File: config.mk
export PLATFORM = sky130hd
export DESIGN_NAME = imem_fetch_ctrl
export DESIGN_NICKNAME = d
export VERILOG_FILES = /design/src/rtl/fetch_pkg.sv /design/src/rtl/fetch_pc_gen.sv /design/src/rtl/imem_fetch_ctrl.sv
export SDC_FILE = /design/constraint.sdc
export NUM_CORES = 1
export LEC_CHECK = 0
export CORE_MARGIN = 2
export CORE_UTILIZATION = 42
export CTS_CLUSTER_DIAMETER = 60
export DETAILED_ROUTE_END_ITERATION = 12
export PLACE_DENSITY = 0.77
export REMOVE_ABC_BUFFERS = 1
export SLEW_MARGIN = 20
export SYNTH_ARGS = -nofsm -noshare
export SYNTH_HDL_FRONTEND = slang
export SYNTH_SLANG_ARGS = --single-unit
export TNS_END_PERCENT = 1
File: constraint.sdc
create_clock -name clk -period 2 [get_ports clk]
set_input_delay 0.2 -clock clk [delete_from_list [all_inputs] [get_ports clk]]
set_output_delay 0.2 -clock clk [all_outputs]
set_load 0.02 [all_outputs]
File: src/rtl/fetch_pkg.sv
// Shared types and constants for the instruction-fetch controller.
package fetch_pkg;

    // Controller states; binary encoding.
    typedef enum logic [1:0] {
        ST_IDLE = 2'd0,
        ST_RUN  = 2'd1,
        ST_HALT = 2'd2
    } fetch_state_t;

    // Canonical no-op instruction word (addi x0, x0, 0).
    localparam logic [31:0] INST_NOP = 32'h0000_0013;

    // Byte distance between consecutive instruction words.
    localparam logic [31:0] PC_STEP = 32'd4;

    // Clear the byte-offset bits so a PC always points at a whole word.
    function automatic logic [31:0] align_word(input logic [31:0] addr);
        return addr & ~32'd3;
    endfunction

endpackage

File: src/rtl/fetch_pc_gen.sv
// Next-PC selector: start loads the reset vector, a redirect loads the
// word-aligned target, a capture advances by one word, otherwise hold.
module fetch_pc_gen
    import fetch_pkg::*;
#(
    parameter logic [31:0] RESET_PC = 32'h0
) (
    input  logic [31:0] i_pc,
    input  logic        i_start_load,
    input  logic        i_redirect,
    input  logic [31:0] i_redirect_pc,
    input  logic        i_capture,
    output logic [31:0] o_pc_next
);

    // Priority mux: the control inputs are mutually exclusive by
    // construction in the parent, the ordering only documents intent.
    always_comb begin
        o_pc_next = i_pc;
        if (i_start_load) begin
            o_pc_next = RESET_PC;
        end else if (i_redirect) begin
            o_pc_next = align_word(i_redirect_pc);
        end else if (i_capture) begin
            o_pc_next = i_pc + PC_STEP;
        end
    end

endmodule

File: src/rtl/imem_fetch_ctrl.sv
// Instruction-fetch controller: walks the PC through an async-read
// instruction memory and hands words to decode with valid/ready flow
// control, redirects and halt.
// Optional macro FETCH_BOUNDS_CHECK_EN adds a sticky fault output raised
// when a capture is attempted at or beyond the end of the memory.
module imem_fetch_ctrl
    import fetch_pkg::*;
#(
    parameter int          DATA_W   = 32,
    parameter int          DEPTH    = 32,
    parameter int          IDX_W    = 5,
    parameter logic [31:0] RESET_PC = 32'h0
) (
    input  logic              clk,
    input  logic              rst_n,
    input  logic              start,
    input  logic              halt_req,
    output logic [IDX_W-1:0]  imem_addr,
    input  logic [DATA_W-1:0] imem_rdata,
    output logic              inst_valid,
    output logic [DATA_W-1:0] inst,
    output logic [31:0]       inst_pc,
    input  logic              inst_ready,
    input  logic              redirect_valid,
    input  logic [31:0]       redirect_pc,
    output logic              busy
`ifdef FETCH_BOUNDS_CHECK_EN
    ,
    output logic              fault
`endif
);

    // Index mask is all ones for a power-of-two DEPTH, i.e. plain truncation.
    localparam logic [IDX_W-1:0] IDX_MASK = IDX_W'(DEPTH - 1);

    fetch_state_t      r_state, w_state_next;
    logic [31:0]       r_pc, w_pc_next;
    logic              r_inst_valid, w_inst_valid_next;
    logic [DATA_W-1:0] r_inst, w_inst_next;
    logic [31:0]       r_inst_pc, w_inst_pc_next;

    logic w_start_load;
    logic w_redirect;
    logic w_accept;
    logic w_fetch_slot;
    logic w_bounds_fault;
    logic w_capture;

    assign w_start_load = (r_state == ST_IDLE) && start;
    assign w_redirect   = (r_state == ST_RUN) && redirect_valid;
    assign w_accept     = r_inst_valid && inst_ready;
    // A fetch slot exists when running, not halting/redirecting, and the
    // output register is empty or being drained this cycle.
    assign w_fetch_slot = (r_state == ST_RUN) && !halt_req && !redirect_valid &&
                          (!r_inst_valid || inst_ready);

`ifdef FETCH_BOUNDS_CHECK_EN
    localparam logic [31:0] PC_LIMIT = 32'(DEPTH) * PC_STEP;
    logic r_fault;

    assign w_bounds_fault = w_fetch_slot && (r_pc >= PC_LIMIT);
    assign fault          = r_fault;

    // Sticky fault flag, cleared only by reset.
    always_ff @(posedge clk or negedge rst_n) begin
        if (!rst_n) begin
            r_fault <= 1'b0;
        end else if (w_bounds_fault) begin
            r_fault <= 1'b1;
        end
    end
`else
    assign w_bounds_fault = 1'b0;
`endif

    assign w_capture = w_fetch_slot && !w_bounds_fault;

    fetch_pc_gen #(
        .RESET_PC (RESET_PC)
    ) u_pc_gen (
        .i_pc          (r_pc),
        .i_start_load  (w_start_load),
        .i_redirect    (w_redirect),
        .i_redirect_pc (redirect_pc),
        .i_capture     (w_capture),
        .o_pc_next     (w_pc_next)
    );

    // Next-state and output-register logic; a pending word outside a fetch
    // slot simply clears once decode accepts it.
    always_comb begin
        w_state_next      = r_state;
        w_inst_valid_next = w_accept ? 1'b0 : r_inst_valid;
        w_inst_next       = r_inst;
        w_inst_pc_next    = r_inst_pc;
        case (r_state)
            ST_IDLE: begin
                if (start) begin
                    w_state_next = ST_RUN;
                end
            end
            ST_RUN: begin
                if (halt_req) begin
                    w_state_next = ST_HALT;
                end
                if (redirect_valid) begin
                    w_inst_valid_next = 1'b0;
                end else if (w_capture) begin
                    w_inst_next       = imem_rdata;
                    w_inst_pc_next    = r_pc;
                    w_inst_valid_next = 1'b1;
                end else if (w_bounds_fault) begin
                    w_inst_valid_next = 1'b0;
                    w_state_next      = ST_HALT;
                end
            end
            ST_HALT: begin
                if (!start && !halt_req) begin
                    w_state_next = ST_IDLE;
                end
            end
            default: begin
                w_state_next = ST_IDLE;
            end
        endcase
    end

    // State, PC and output registers with asynchronous reset.
    always_ff @(posedge clk or negedge rst_n) begin
        if (!rst_n) begin
            r_state      <= ST_IDLE;
            r_pc         <= RESET_PC;
            r_inst_valid <= 1'b0;
            r_inst       <= '0;
            r_inst_pc    <= '0;
        end else begin
            r_state      <= w_state_next;
            r_pc         <= w_pc_next;
            r_inst_valid <= w_inst_valid_next;
            r_inst       <= w_inst_next;
            r_inst_pc    <= w_inst_pc_next;
        end
    end

    assign imem_addr  = r_pc[IDX_W+1:2] & IDX_MASK;
    assign inst_valid = r_inst_valid;
    assign inst       = r_inst;
    assign inst_pc    = r_inst_pc;
    assign busy       = (r_state == ST_RUN);

endmodule

==> impl_summary.log <==
INFO  metric floorplan.core_area = 10200 sq um
INFO  metric root_buffer = sky130_fd_sc_hd__clkbuf_8
INFO  metric clock_share_of_power = 0.135
INFO  metric seq_area_frac_synth = 0.541
INFO  metric route.vias.total = ~4200
INFO  metric r2r-start = r_state[1]
INFO  metric max_freq = 506 MHz
INFO  metric internal_power = 5.09 mW
INFO  metric endpoint_kind = flip-flop
INFO  metric setup-violations-final = 0
INFO  metric timing.critical_path.from_type = flip-flop
INFO  metric ys_dominant_reg_cell = sky130_fd_sc_hd__dfrtp_1
INFO  metric post-route-min-period = 1980 ps
INFO  metric dieHeight = 106 microns
INFO  metric leakage = just under 3 nW
INFO  metric detail_route.drc_violations = 0
INFO  metric worstRegToRegCells = 6
INFO  metric firstDrtPassIters = 4
INFO  metric switching_share = 0.396
INFO  metric timing.critical_path.fanout_max = 25
INFO  metric place_congestion = between 0.8 and 0.9
INFO  metric cts_max_level = 3
INFO  metric path_cells = or3b_1, or3_4, buf_4, nor4_1, a21oi_1, o21ai_1
INFO  metric route.antenna.remaining_nets = 0
INFO  metric final_max_slew_viol_count = 0
INFO  metric area_growth_syn_to_layout = 44.5%
INFO  metric power.combinational.fraction = 0.462
INFO  metric setup_repair_after_global_routing_missed_its_margin = true
INFO  metric path_class = flip-flop to flip-flop
INFO  metric antenna_cells_inserted = 0
INFO  metric ys_ff_latch = 95
INFO  metric fillers = 877
INFO  metric p_switching = about 3.3 mW
INFO  metric drt_wl_total = 11.6 mm
INFO  metric irDropWorstVdd = between 0.5 and 0.6 mV
INFO  metric syn-cell-area = 4400 sq um
INFO  metric post_synth_edffs = 0
INFO  metric multi_input_comb_area = 1870 sq um
INFO  metric yosys.cell_types.count = 49
INFO  metric clock_sinks = 95
INFO  metric fp.dieW = 106 microns
INFO  metric post-layout-total-power = 8.42 mW
INFO  metric timing.hold.worst.class = input port to asynchronous set/reset pin
INFO  metric timing.critical_path.arrival = 2270 ps
INFO  metric port_buf_inserts = 136
INFO  metric crit_slowest_cell = sky130_fd_sc_hd__or3_4
INFO  metric yosys_warnings = 0
INFO  metric register_area = 2380 sq um
INFO  metric drt_iter0_markers = approximately 280
INFO  metric synth_cells = 515
INFO  metric power-per-cell-area = 1330 nW/um^2
INFO  metric cts_post_setup_buffers_inserted = 0
INFO  metric cts.clk_slew.worst_paths = 90 ps
INFO  metric cts_tree = built
INFO  metric critical_path.reg2reg.endpoint = r_pc[7]
INFO  metric period_share = 0.988
INFO  metric first_global_vias = 4120
INFO  metric detail_route.vias_per_cell = 5.16
INFO  metric grt_antenna_before_repair = 0
INFO  metric power_frac_seq = 0.403
INFO  metric clk-insertion-delay-late = around 360 ps
INFO  metric grt_start_max_net_pins = 67
INFO  metric floorplan.initialDensity = 0.430
INFO  metric reg2reg_setup_slack = approximately 25 ps
INFO  metric postSynthAreaPerCell = 8.53 sq um
INFO  metric clock_tree.buffer_depth = 2
INFO  metric synth.area.top_cells = sky130_fd_sc_hd__dfrtp_1, sky130_fd_sc_hd__nand2_1, sky130_fd_sc_hd__o21ai_0
INFO  metric detailedPlacementHpwl = around 8.4 mm
INFO  metric post-synth-top-area-fraction = 0.541
INFO  metric finalHoldViolCount = 0
INFO  metric fp-row-count = 37
INFO  metric timing.critical_path.required = between 2000 and 2500 ps
INFO  metric globalRouteOverflowTotal = 0
INFO  metric post_drt_wl_per_cell = 14.3 microns
INFO  metric globalRouteTotalUtil = 0.206
INFO  metric max-slew-margin-rel = 0.613
INFO  metric run_status = complete, no violations
INFO  metric grt_pass1_wl = 18.8 mm
INFO  metric placed_cell_area = 6140 sq um
INFO  metric drive_gt1_frac = 0.0978
INFO  metric synth_async_sr_flop_share = 1.00
INFO  metric num-nets-final = 741
INFO  metric cts-buffers-inserted = 9
INFO  metric max_stage_delay = 410 ps
INFO  metric netlist_top_cells_count = sky130_fd_sc_hd__nand2_1, sky130_fd_sc_hd__dfrtp_1, sky130_fd_sc_hd__o21ai_0
INFO  metric design.die.area = 11300 sq um
INFO  metric fin_skew = 8.19 ps
INFO  metric drv.max_cap_violation_count = 0
INFO  metric yosysTopAreaCell = sky130_fd_sc_hd__dfrtp_1
INFO  metric yosysMostFrequentCell = sky130_fd_sc_hd__nand2_1
INFO  metric tightestPinTransition = 575 ps
INFO  metric io-pin-count = 141
INFO  metric final_design_area_no_fill = around 6400 sq um
[power groups by stage]
stage	sequential (mW)	clock, mW	combinational, mW
after floorplan	4.06	0	1.11
after global placement	3.38	0	3.78
after detailed placement	3.41	0	3.88
after CTS	3.37	1.17	3.90
after global routing	3.53	1.25	4.20
final	3.40	1.14	3.89
[registers in the layout, indices dropped and copies added (netlist names)]
name,cells
inst_valid,1
inst_pc,30
r_state,2
inst,32
r_pc,30
[area by class of cell]
class | instances | share of cell area
flip-flops and latches | 95 | 0.374
multi-input cells | 383 | 0.294
repair buffers | 179 | 0.276
well taps | 136 | 0.0268
clock buffers | 10 | 0.0217
clock inverters | 6 | 0.00571
inverters | 2 | 0.00118
[metrics by stage]
stage | utilization | TNS (ps) | setup WS, ps | instances | hold WS, ps
4_1_cts | 0.618 | 0 | 1.88 | 811 | 305
3_5_place_dp | 0.600 | -11530 | -219 | 794 | 158
3_3_place_gp | 0.600 | -9000 | -200 | 794 | 151
6_report | 0.621 | 0 | 24.9 | 811 | 308
2_1_floorplan | - | -107000 | -1700 | 480 | -95.6
5_1_grt | 0.621 | -1570 | -80.0 | 811 | 328
[critical path: cells and delay by family, from the launching register on]
kind                   cells  cell delay (ps)
and+or+nand+nor            3             1060
DFF                        1              390
buffers and inverters      1              230
AOI/OAI and AO/OA          2              210
[worst max path at each step]
stage,start,endpoint,slack (ps)
2_1_floorplan,r_state[1],r_pc[16],-1700
3_3_place_gp,halt_req,r_pc[5],-200
3_5_place_dp,halt_req,inst[23],-220
4_1_cts,r_state[1],busy,2
5_1_grt,r_state[1],r_pc[7],-80
6_report,r_state[1],r_pc[7],20
[logic make-up after synthesis]
logic type | share of synthesized area
multiplexers | 0.00228
AO/OA/AOI/OAI | 0.111
adder cells (fa/ha/maj) | 0.00285
AND/OR/NAND/NOR | 0.291
other | 0.000853
XOR/XNOR | 0.00797
buffers and inverters | 0.0424
flip-flops | 0.541
[per-layer routing]
metal	vias to the layer above	wire, microns	GRT usage
met5	-	0	0
met3	21	633	0.0374
li1	2059	-	-
met1	1964	5270	0.274
met2	141	5520	0.327
met4	0	177	0.0959
[placed cells by master, fill, tap and decap left out, types with 4 or more instances in the layout]
| master | instances |
|---|---|
| sky130_fd_sc_hd__o21ai_0 | 22 |
| sky130_fd_sc_hd__a31oi_1 | 8 |
| sky130_fd_sc_hd__nand3_1 | 12 |
| sky130_fd_sc_hd__and2_1 | 5 |
| sky130_fd_sc_hd__nor3_1 | 6 |
| sky130_fd_sc_hd__buf_12 | 5 |
| sky130_fd_sc_hd__nor4_1 | 5 |
| sky130_fd_sc_hd__clkinv_2 | 4 |
| sky130_fd_sc_hd__buf_4 | 36 |
| sky130_fd_sc_hd__clkbuf_8 | 10 |
| sky130_fd_sc_hd__nand4_1 | 13 |
| sky130_fd_sc_hd__nand2_1 | 218 |
| sky130_fd_sc_hd__nor2_1 | 16 |
| sky130_fd_sc_hd__xor2_1 | 4 |
| sky130_fd_sc_hd__o211ai_1 | 6 |
| sky130_fd_sc_hd__and3_1 | 6 |
| sky130_fd_sc_hd__and4_1 | 4 |
| sky130_fd_sc_hd__a21oi_1 | 11 |
| sky130_fd_sc_hd__dfrtp_1 | 95 |
| sky130_fd_sc_hd__o21ai_1 | 6 |
| sky130_fd_sc_hd__clkdlybuf4s50_1 | 134 |
[what timing repair did]
action / in CTS / in global routing
setup endpoints to repair: 1 / 55
hold endpoints to repair: 29 / 0
gates resized for setup: 1 / 10
pin swaps: 0 / 0
hold buffers: 1 / 0
Note: power is estimated with default switching activity, not from simulation.
